$ cat src/rtl/serial_adder.sv
// serial_adder: bit-serial WIDTH-bit adder.
// Operands are captured on an accepted start and shifted out LSB-first
// through a full-adder slice built from two half adders and an OR gate.
// A registered carry links consecutive bits, and the sum is reassembled
// MSB-first into a parallel word.
//
// Optional feature macro: SERIAL_ADDER_OVF_EN adds a registered ovf port
// (two's-complement signed overflow of the addition).
//
// Ports:
//   clk    - clock, rising edge
//   rst_n  - asynchronous active-low reset
//   start  - request, sampled only when not busy
//   a, b   - operands (WIDTH bits), captured on accepted start
//   cin    - carry-in, captured on accepted start
//   busy   - high while bits are being shifted
//   done   - one-cycle pulse when sum/cout are valid
//   sum    - result word, held until the next accepted start
//   cout   - final carry-out, held with sum
//   ovf    - signed overflow, held with sum (SERIAL_ADDER_OVF_EN only)
module serial_adder #(
  parameter int unsigned WIDTH = 8
) (
  input  logic             clk,
  input  logic             rst_n,
  input  logic             start,
  input  logic [WIDTH-1:0] a,
  input  logic [WIDTH-1:0] b,
  input  logic             cin,
  output logic             busy,
  output logic             done,
  output logic [WIDTH-1:0] sum,
`ifdef SERIAL_ADDER_OVF_EN
  output logic             ovf,
`endif
  output logic             cout
);

  localparam int unsigned CW = $clog2(WIDTH);

  typedef enum logic [1:0] {
    IDLE  = 2'd0,
    SHIFT = 2'd1,
    DONE  = 2'd2
  } state_e;

  state_e           state_q, state_d;
  logic [WIDTH-1:0] op_a_q, op_a_d;
  logic [WIDTH-1:0] op_b_q, op_b_d;
  logic [WIDTH-1:0] sum_q, sum_d;
  logic [CW-1:0]    cnt_q, cnt_d;
  logic             carry_q, carry_d;
  logic             cout_q, cout_d;
  logic             busy_q, busy_d;
  logic             done_q, done_d;
`ifdef SERIAL_ADDER_OVF_EN
  logic             ovf_q, ovf_d;
`endif

  logic ha1_s, ha1_c, ha2_s, ha2_c, carry_nx;
  logic accept, last_bit;

  // Full-adder slice: two half adders plus an OR for the carry
  always_comb begin
    ha1_s    = op_a_q[0] ^ op_b_q[0];
    ha1_c    = op_a_q[0] & op_b_q[0];
    ha2_s    = ha1_s ^ carry_q;
    ha2_c    = ha1_s & carry_q;
    carry_nx = ha1_c | ha2_c;
  end

  assign accept   = start && (state_q != SHIFT);
  assign last_bit = (cnt_q == CW'(WIDTH - 1));

  // Next-state and datapath update
  always_comb begin
    state_d = state_q;
    op_a_d  = op_a_q;
    op_b_d  = op_b_q;
    sum_d   = sum_q;
    cnt_d   = cnt_q;
    carry_d = carry_q;
    cout_d  = cout_q;
`ifdef SERIAL_ADDER_OVF_EN
    ovf_d   = ovf_q;
`endif

    case (state_q)
      IDLE, DONE: begin
        if (accept) begin
          state_d = SHIFT;
          op_a_d  = a;
          op_b_d  = b;
          carry_d = cin;
          cnt_d   = '0;
          sum_d   = '0;
          cout_d  = 1'b0;
`ifdef SERIAL_ADDER_OVF_EN
          ovf_d   = 1'b0;
`endif
        end else begin
          state_d = IDLE;
        end
      end
      SHIFT: begin
        sum_d   = {ha2_s, sum_q[WIDTH-1:1]};
        op_a_d  = {1'b0, op_a_q[WIDTH-1:1]};
        op_b_d  = {1'b0, op_b_q[WIDTH-1:1]};
        carry_d = carry_nx;
        cnt_d   = cnt_q + CW'(1);
        if (last_bit) begin
          state_d = DONE;
          cout_d  = carry_nx;
`ifdef SERIAL_ADDER_OVF_EN
          // carry_q here is the carry into the MSB
          ovf_d   = carry_q ^ carry_nx;
`endif
        end
      end
      default: state_d = IDLE;
    endcase

    // Flags follow the next state so they are valid in the same cycle
    busy_d = (state_d == SHIFT);
    done_d = (state_d == DONE);
  end

  // State and datapath registers
  always_ff @(posedge clk or negedge rst_n) begin
    if (!rst_n) begin
      state_q <= IDLE;
      op_a_q  <= '0;
      op_b_q  <= '0;
      sum_q   <= '0;
      cnt_q   <= '0;
      carry_q <= 1'b0;
      cout_q  <= 1'b0;
      busy_q  <= 1'b0;
      done_q  <= 1'b0;
`ifdef SERIAL_ADDER_OVF_EN
      ovf_q   <= 1'b0;
`endif
    end else begin
      state_q <= state_d;
      op_a_q  <= op_a_d;
      op_b_q  <= op_b_d;
      sum_q   <= sum_d;
      cnt_q   <= cnt_d;
      carry_q <= carry_d;
      cout_q  <= cout_d;
      busy_q  <= busy_d;
      done_q  <= done_d;
`ifdef SERIAL_ADDER_OVF_EN
      ovf_q   <= ovf_d;
`endif
    end
  end

  assign busy = busy_q;
  assign done = done_q;
  assign sum  = sum_q;
  assign cout = cout_q;
`ifdef SERIAL_ADDER_OVF_EN
  assign ovf  = ovf_q;
`endif

endmodule

$ cat config.mk
export PLATFORM = sky130hd
export DESIGN_NAME = serial_adder
export DESIGN_NICKNAME = d
export VERILOG_FILES = /design/src/rtl/serial_adder.sv
export SDC_FILE = /design/constraint.sdc
export NUM_CORES = 1
export LEC_CHECK = 0
export ABC_AREA = 0
export CORE_UTILIZATION = 45
export CTS_CLUSTER_DIAMETER = 80
export DETAILED_ROUTE_END_ITERATION = 7
export HOLD_SLACK_MARGIN = 0.02
export PLACE_DENSITY = 0.75
export SLEW_MARGIN = 20
export SYNTH_ARGS = -nofsm -noshare
export SYNTH_HDL_FRONTEND = slang
export SYNTH_SLANG_ARGS = --single-unit
$ cat constraint.sdc
create_clock -name clk -period 1.7 [get_ports clk]
set_clock_uncertainty 0.05 [all_clocks]
set_input_delay 0.17 -clock clk [delete_from_list [all_inputs] [get_ports clk]]
set_output_delay 0.17 -clock clk [all_outputs]
set_load 0.005 [all_outputs]
==> reports/summary.md <==
Required time of the critical path: 1480 ps. The final period utilization works out to 0.831. The number of clock buffers added by TritonCTS is 5. The floorplan step set the die height to 65.2 um. The average vias per placed instance was 5.40.

After clock tree synthesis, the clock-pin slew on the worst setup and hold paths is 60 ps. Entering global routing, the biggest net connects 34 pins. The total of endpoints with negative setup slack in the final report was 0; the share of the synthesized area in the top cell type was 0.460. The final-layout setup total negative slack was 0 ps. The synthesized instance count came out at 166. TritonCTS built the clock tree. The fill cell instance count of the final layout is 321. Detailed placement ended at an HPWL of 2.26 mm. The first global-routing pass estimated 5.84 mm of wire. The tools report the Yosys warning count as 0. After detailed routing, the average wire length per cell comes to 13.8 um. In this run the cell area measured after placement is 2100 um2.

In this run, post-CTS hold repair placed 0 buffers. The netlist uses 28 different library cells. The placer's final routability congestion estimate was 0.737. The flow ran to the end, and the final reports show no timing, DRC or antenna violations. After the flow finishes, the layout carries non-filler instances totaling 243. Among all flip-flop cells after synthesis, the most frequent one is sky130_fd_sc_hd__dfrtp_1. The signal on the critical path passes through clkdlybuf4s50_1. The area growth from synthesis to layout was 21.5%; the number of iterations in the first detailed-routing pass was 4.

The total count of hold-check failures in the final report was 0. The tools report the residual DRC count as 0. The run gives 818 um2 as the total area of multi-input combinational cells.

The die covers 4250 um2. Starting density of the core: 0.480. Across the VDD grid, the largest voltage drop is 0.735 mV.

The count of pins over their slew limit was 0; the measured slew at the worst slew-check pin was 494 ps. After the first detailed-routing iteration, the DRC count stood at 52. The completed layout was analyzed and its total power is 3.41 mW.

31 I/O pins were placed. In this run the cell area of the synthesized design comes to 1800 um2. The logs give 0 for the remaining global-route overflow and 0 for the number of violations of the max-capacitance limit. The run gives 0.671 as the max-slew headroom at the worst pin. In this run the worst hold path is classified as primary input to async pin.

For this run, the slowest stage of the critical path takes 520 ps. The slowest stage of the critical path belongs to the cell sky130_fd_sc_hd__clkdlybuf4s50_1. The H-tree was split into 2 levels.

The proportion of layout cells with a drive suffix above 1 was 0.108. Before CTS, the worst setup slack after placement is 150 ps. The total of flip-flops plus latches after synthesis was 33. Port buffering added 30 buffers. The aggregate routed wire length came out at 3.36 mm. sky130_fd_sc_hd__dfrtp_1 takes more of the synthesized area than any other cell. Counting along the longest clock path gives a buffer depth of 2.

The floorplan core area is 3740 um2. The number of clock sinks was 33; the count of vias placed by the detailed router was 1312. In this run the worst path has a maximum fanout of 4.

Global routing usage summed across all routing layers: 0.183. The worst path needs 1410 ps of the cycle, external delays included. Gates resized during post-CTS repair numbered 0.

At the end of the flow, the number of nets in the layout was 218. The post-route core utilization was 0.583; the number of routed nets with antenna violations was 0. The logs give 0 for the final antenna diode count and 288 ps for the post-layout worst setup margin.

In this run the critical register-to-register path is launched from op_a_q[0]. Total power per unit cell area: 1560 nW/um2. By area the synthesized netlist is led by sky130_fd_sc_hd__dfrtp_1 (46%), sky130_fd_sc_hd__mux2i_1 (14%), sky130_fd_sc_hd__a21oi_1 (4.7%), sky130_fd_sc_hd__a211oi_1 (3.3%), sky130_fd_sc_hd__nand2_1 (3.3%).

The via count of the first global-routing pass is 1294, and the sequential cell area is 826 um2. The buffer cell driving the clock tree root is sky130_fd_sc_hd__clkbuf_8. A synthesized cell averages 10.8 um2. The area of all placed cells without fillers was 2180 um2; the worst hold margin was 251 ps. The part of the Yosys area used for sequential elements was 0.460; the post-CTS repair timing setup buffer count was 0. Once placement completed, the tool counted placed cells totaling 236. For the net count after synthesis, the log shows 189. Setup repair after global routing left no endpoint under its margin. Measured along the x axis, the die boundary spans 65.2 um. Critical path class: flop to primary output. STA classifies the critical path startpoint as a flop. Counting flops with a built-in enable in the synthesized netlist gives 0.

Timing would allow up to 708 MHz. Row generation in the floorplan step produced 22 rows. The total buffers and inverters traversed by the critical path came out at 1.

The cell family contributing the most delay on the critical path was buffers and inverters. The worst setup path startpoint was sum[7]. The source-to-sink clock delay at the later pin of the worst-skew pair came out at 280 ps.

The capturing element type of the critical path was a primary output. The logs give 0 for the initial antenna violation count and 0.886 nW for the static power due to leakage. Share of synthesized flip-flops with an asynchronous set or reset: 1.00.

STA puts the critical path data arrival time at 1190 ps.
## state kept, by name, indices dropped and copies added (netlist names)
| register | count |
|---|---|
| op_a_q | 8 |
| cnt_q | 3 |
| cout | 1 |
| op_b_q | 8 |
| carry_q | 1 |
| state_q | 2 |
| done | 1 |
| busy | 1 |
| sum | 8 |
## layer usage
layer / track usage / routed length, um / part of all wire
met3: 0.0590 / 134 / 0.040
met4: 0.0734 / 46 / 0.014
met5: 0 / 0 / 0
met1: 0.216 / 1490 / 0.44
met2: 0.308 / 1680 / 0.50
## synthesized netlist by cell type (2+ instances only)
cell type	number
sky130_fd_sc_hd__nand2_1	16
sky130_fd_sc_hd__mux2i_1	26
sky130_fd_sc_hd__nor2_1	4
sky130_fd_sc_hd__nand3_1	2
sky130_fd_sc_hd__o21ai_0	6
sky130_fd_sc_hd__dfrtp_1	33
sky130_fd_sc_hd__buf_6	4
sky130_fd_sc_hd__o22ai_1	8
sky130_fd_sc_hd__ha_1	2
sky130_fd_sc_hd__nor2b_1	8
sky130_fd_sc_hd__o211a_1	3
sky130_fd_sc_hd__inv_1	4
sky130_fd_sc_hd__and2b_2	4
sky130_fd_sc_hd__o31ai_1	2
sky130_fd_sc_hd__a211oi_1	8
sky130_fd_sc_hd__buf_2	5
sky130_fd_sc_hd__a21oi_1	17
sky130_fd_sc_hd__a211oi_2	4
## kinds of logic after synthesis
family,synth area share
AO/OA/AOI/OAI,0.178
XOR/XNOR,0.00488
adder cells (fa/ha/maj),0.0251
buffers and inverters,0.0843
flip-flops,0.460
multiplexers,0.145
AND/OR/NAND/NOR,0.102
## worst register-to-register path, stage by stage (launching register included)
cell	delay [ps]
sky130_fd_sc_hd__dfrtp_1	360
sky130_fd_sc_hd__inv_1	80
sky130_fd_sc_hd__fa_1	450
sky130_fd_sc_hd__nor3b_1	200
sky130_fd_sc_hd__a21oi_1	50
sky130_fd_sc_hd__o21ai_0	130
## report_power, final
part           switching [mW]  leakage (nW)  internal [mW]
Sequential              0.294         0.406           1.14
Clock                   0.265        0.0443          0.321
Combinational           0.649         0.436          0.746
## cell type report
class | instances | share of cell area
clock buffer | 7 | 0.0396
inverter | 5 | 0.00975
multi-input combinational | 114 | 0.375
sequential | 33 | 0.378
tap | 48 | 0.0275
timing repair buffer | 36 | 0.170
## worst paths after layout
| check | slack, ps | cells past startpoint | end |
|---|---|---|---|
| worst max-delay path | 290 | 1 | sum[7] |
| worst min-delay path | 250 | 2 | cnt_q[0] |
| worst max register to register | 290 | 5 | cout |
| worst min register to register | 470 | 2 | cnt_q[1] |
| max in group asynchronous | 1060 | 2 | carry_q |
| min in group clk | 470 | 2 | cnt_q[1] |
## cells in the final DEF, fill, tap and decap left out, drive strengths merged
cell	instances
clkbuf	7
inv	5
fa	1
nor2	4
a21oi	17
o211a	3
o21ai	6
mux2i	26
ha	2
nand2b	1
nand2	16
a211oi	12
nor3b	1
o22ai	8
nand3	2
xor2	1
clkdlybuf4s50	30
and2b	4
buf	6
o31ai	2
nor2b	8
dfrtp	33
No activity file was read; power rests on OpenSTA's default activity.
